File: config.mk
export PLATFORM = sky130hd
export DESIGN_NAME = sign_extend
export DESIGN_NICKNAME = d
export VERILOG_FILES = /design/src/rtl/mips_pkg.sv /design/src/rtl/sign_extend.sv
export SDC_FILE = /design/constraint.sdc
export NUM_CORES = 1
export LEC_CHECK = 0
export CAP_MARGIN = 10
export CORE_AREA = 5 5 42 44
export CTS_CLUSTER_DIAMETER = 80
export CTS_CLUSTER_SIZE = 40
export DETAILED_ROUTE_END_ITERATION = 16
export DIE_AREA = 0 0 47 49
export DONT_BUFFER_PORTS = 1
export SYNTH_ARGS = -nofsm -noshare
export SYNTH_HDL_FRONTEND = slang
export SYNTH_SLANG_ARGS = --single-unit
File: constraint.sdc
create_clock -name clk -period 1.6 [get_ports clk]
set_clock_uncertainty 0.1 [all_clocks]
set_input_delay 0.16 -clock clk [delete_from_list [all_inputs] [get_ports clk]]
set_output_delay 0.16 -clock clk [all_outputs]
set_load 0.02 [all_outputs]
File: src/rtl/mips_pkg.sv
// Shared MIPS datapath definitions: field widths, the word type and the
// combinational immediate extension used by both the ALU and branch paths.
package mips_pkg;

    localparam int IMM_WIDTH  = 16;
    localparam int WORD_WIDTH = 32;

    typedef logic [WORD_WIDTH-1:0] word_t;

    // Unregistered extension so the branch-offset path can reuse it directly.
    function automatic word_t signExtendImm(input logic [IMM_WIDTH-1:0] imm);
        return {{(WORD_WIDTH - IMM_WIDTH){imm[IMM_WIDTH-1]}}, imm};
    endfunction

endpackage

File: src/rtl/sign_extend.sv
// Registered two's-complement sign extender that widens an I-type immediate
// to the datapath width, aligned with the other stage registers.
module sign_extend
    import mips_pkg::*;
#(
    parameter int IN_WIDTH   = IMM_WIDTH,
    parameter int OUT_WIDTH  = WORD_WIDTH,
    parameter bit REGISTERED = 1'b1
) (
    input  logic                 clk,
    input  logic                 rst,
    input  logic [IN_WIDTH-1:0]  DataIn,
    output logic [OUT_WIDTH-1:0] DataOut
);

    logic [OUT_WIDTH-1:0] extended;

    if (IN_WIDTH < 1 || OUT_WIDTH < IN_WIDTH) begin : genBadWidths
        $error("sign_extend: need IN_WIDTH >= 1 and OUT_WIDTH >= IN_WIDTH");
    end

    // Equal widths would make the replication count zero, so pass straight through.
    if (OUT_WIDTH == IN_WIDTH) begin : genPassThrough
        assign extended = DataIn;
    end else if (IN_WIDTH == IMM_WIDTH && OUT_WIDTH == WORD_WIDTH) begin : genPkgExtend
        assign extended = signExtendImm(DataIn);
    end else begin : genReplicate
        assign extended = {{(OUT_WIDTH - IN_WIDTH){DataIn[IN_WIDTH-1]}}, DataIn};
    end

    if (REGISTERED) begin : genFlopped
        always_ff @(posedge clk or posedge rst) begin
            if (rst) begin
                DataOut <= '0;
            end else begin
                DataOut <= extended;
            end
        end
    end else begin : genComb
        assign DataOut = extended;
    end

endmodule

After elaboration in Yosys (flattened, before gate mapping)
Cells that the tools add are included.
{ "classes": {"addsub": 0, "mul": 0, "div_mod_pow": 0, "magnitude_cmp": 0, "eq_ne": 0, "n_shift": 0, "mux": 0, "n_bitwise": 0, "n_reduce_logical": 0} }
{ "totals": {"register_bits": 16, "latch_bits": 0, "ramBits": 0, "romBits": 0, "in_bits": 18, "n_memories": 0} }

Longest topological paths before layout
{ "logic_depth": {"word_depth": 0, "ltp_mapped": 1, "ltp_nobuf": 1} }

Worst setup path before layout
Ideal clock, no wire load.
{ "synth_path": {"path_kind": "reg-to-output", "start": "reg, netlist name DataOut[15]", "end": "out DataOut[16]", "arrival_time_ns": 0.885, "path_slack_ns": 0.455, "stages_incl_launch_ff": 2, "path_buffers": 1, "path_cell_list": "dfrtp_1 -> buf_4"} }
{ "synth_lines": {"columns": ["element", "line_no", "source"], "rows": [
  ["end, declared", "sign_extend.sv:13", "output logic [OUT_WIDTH-1:0] DataOut"]
]} }
No word-level cell between the ends.

Final worst setup path
{ "layout_path": {"start": "reg, netlist name DataOut[15]", "end": "out DataOut[15]"} }
No word-level cell between the ends.

==> out/results.ini <==
[outcome]
outcome = finished clean

[yosys]
synth_top_area_cell = dfrtp_1
synth_ff_type = dfrtp_1
synth_common_cells = buf_4, dfrtp_1, inv_1
syn_area_per_cell_um2 = 15.89
yosys_warnings = 0
synth_top_cell_area_share_pct = 76.37
synthCells = 33
ys_seq_area_share_pct = 76.37
synth_area_leaders = dfrtp_1, buf_4, inv_1
async_reset_ff_share_pct = 100.0
netlist_area_um2 = 524.3
synth_edf_count = 0
synth-seq-cells = 16
syn_nets = 51
ys_types = 3

[floorplan]
die_w_um = 47
io_pins = 50
core-area_um2 = 1401
die_h_um = 49
rows = 14
dieArea_um2 = 2303
start_util_pct = 37.41

[grt]
antenna_found_initial = 0
overflow = 0
grt_pass1_vias = 255
grtUsageTotal_pct = 8.069
grt_max_degree = 18
grt_pass1_wl_um = 1200

[clock_tree]
path_clk_slew_ns = 0.08
numCtsBuffers = 3
cts_tree = yes
postCtsResizedCells = 0
cts_max_level = 1
clock_sinks = 16
cts_setup_buffers = 0
cts_root_buf = clkbuf_4
ctsLongestPathBuffers = 2

[worst_setup_path]
crit_chain = buf_12
cp-end-kind = output pin
path_depth = 1
cpLargestDelayFamily = flip-flops
crit_required_ns = 1.34
slowest_delay_ns = 0.42
crit_fanout = 17
cpMaxStageDelayCell = dfrtp_4
cp.arrival_ns = 1.06
critPathBufInv = 1
critPathLaunchType = flop
critical_path_class = reg2out

[detailed_routing]
vias = 228
drt_pass1_iterations = 4
drc = 0
postRouteAntennaNets = 0
drt_iter0_drc = 1
wl_per_cell_um = 15.47
routed_wl_um = 851
routed_via_density = 4.145

[final_layout]
layout.nets = 58
drive_gt1_share_pct = 15.38
layout.comb_gates.multi_input = 0
fin_util_pct = 46.70
syn2layout_area_growth_pct = 24.82
reg_top3 = DataOut: 16 flops
regMostFlops = DataOut
multi_input_area_um2 = 0
largest_register_ffs = 16
fin_area_um2 = 654.4
fillers = 124
antenna_cells = 0

[power]
internal_power_w = 0.0005964
clock_power_share_pct = 32.0
p_switching_w = 0.0001980
ir_drop_v = 0.0006220
p_per_area_nw_per_um2 = 1214
power_frac_seq_pct = 57.9
total_power_w = 0.0007944
p_leak_nw = 0.2923
comb_power_share_pct = 10.0
switching_share_pct = 24.92

[timing]
report.final.setup_viol = 0
holdWs_ns = 0.2655
rsz0062_at_grt = false
worst_slew_margin_rel_pct = 63.59
finalSetupTns_ns = 0
hold_violations = 0
worst_pin_slew_ns = 0.5455
max_freq_ghz = 0.7577
min_period_ns = 1.320
final_max_slew_viol_count = 0
post-route-period-util_pct = 82.49

[placed_design]
routabilityCongestion = 0.6544
post_dp_cell_area_um2 = 447.9
io_buffer_count = 0

[job]
cap_violations = 0

[worst_hold_path]
hold_class = in2async

timing repair:
action,in CTS,in global routing
hold buffers,17,0
hold endpoints to repair,32,0
endpoints found under the setup margin,0,0
power by group through the flow:
stage	clock, W	sequential (W)	combinational (W)
after floorplan	0	0.000469	0.0000633
after global placement	0	0.000469	0.0000472
after detailed placement	0	0.000470	0.0000476
after CTS	0.000264	0.000462	0.0000805
after global routing	0.000283	0.000462	0.0000875
final	0.000255	0.000460	0.0000796
area by class of cell:
| class | count | area [um2] | share of cell area [%] |
|---|---|---|---|
| timing repair buffer | 18 | 190.2 | 29.06 |
| sequential | 16 | 404.1 | 61.76 |
| tap | 16 | 20.02 | 3.059 |
| clock buffer | 4 | 36.28 | 5.545 |
| inverter | 1 | 3.754 | 0.5736 |
metal layers:
layer / routed length [um] / global-route usage (%) / up-vias
met5: 0 / 0 / -
met3: 94 / 1.107 / 3
met2: 509 / 14.93 / 14
met1: 214 / 5.910 / 118
met4: 32 / 8.295 / 0
li1: - / - / 93
cells in the final DEF (no fill, tap or decap):
cell type / count
clkbuf_8: 1
buf_12: 1
inv_1: 1
dfrtp_1: 15
dlygate4sd3_1: 17
clkbuf_4: 3
dfrtp_4: 1
final timing paths:
| kind | start | end | slack [ns] |
|---|---|---|---|
| min in group clk | DataIn[1] | DataOut[1] | 0.33 |
| hold / removal | rst | DataOut[2] | 0.27 |
| max in group asynchronous | rst | DataOut[15] | 0.73 |
| setup / recovery | DataOut[15] | DataOut[15] | 0.28 |
stage by stage:
stage	setup slack, ns	instances
2_1_floorplan	0.4550	33
3_3_place_gp	0.5887	34
3_5_place_dp	0.5809	34
4_1_cts	0.2605	55
5_1_grt	0.2271	55
6_report	0.2802	55
logic make-up after synthesis:
logic type / share of synthesized area (%)
DFF: 76.37
buffers and inverters: 23.63
(Power assumes the default switching activity.)
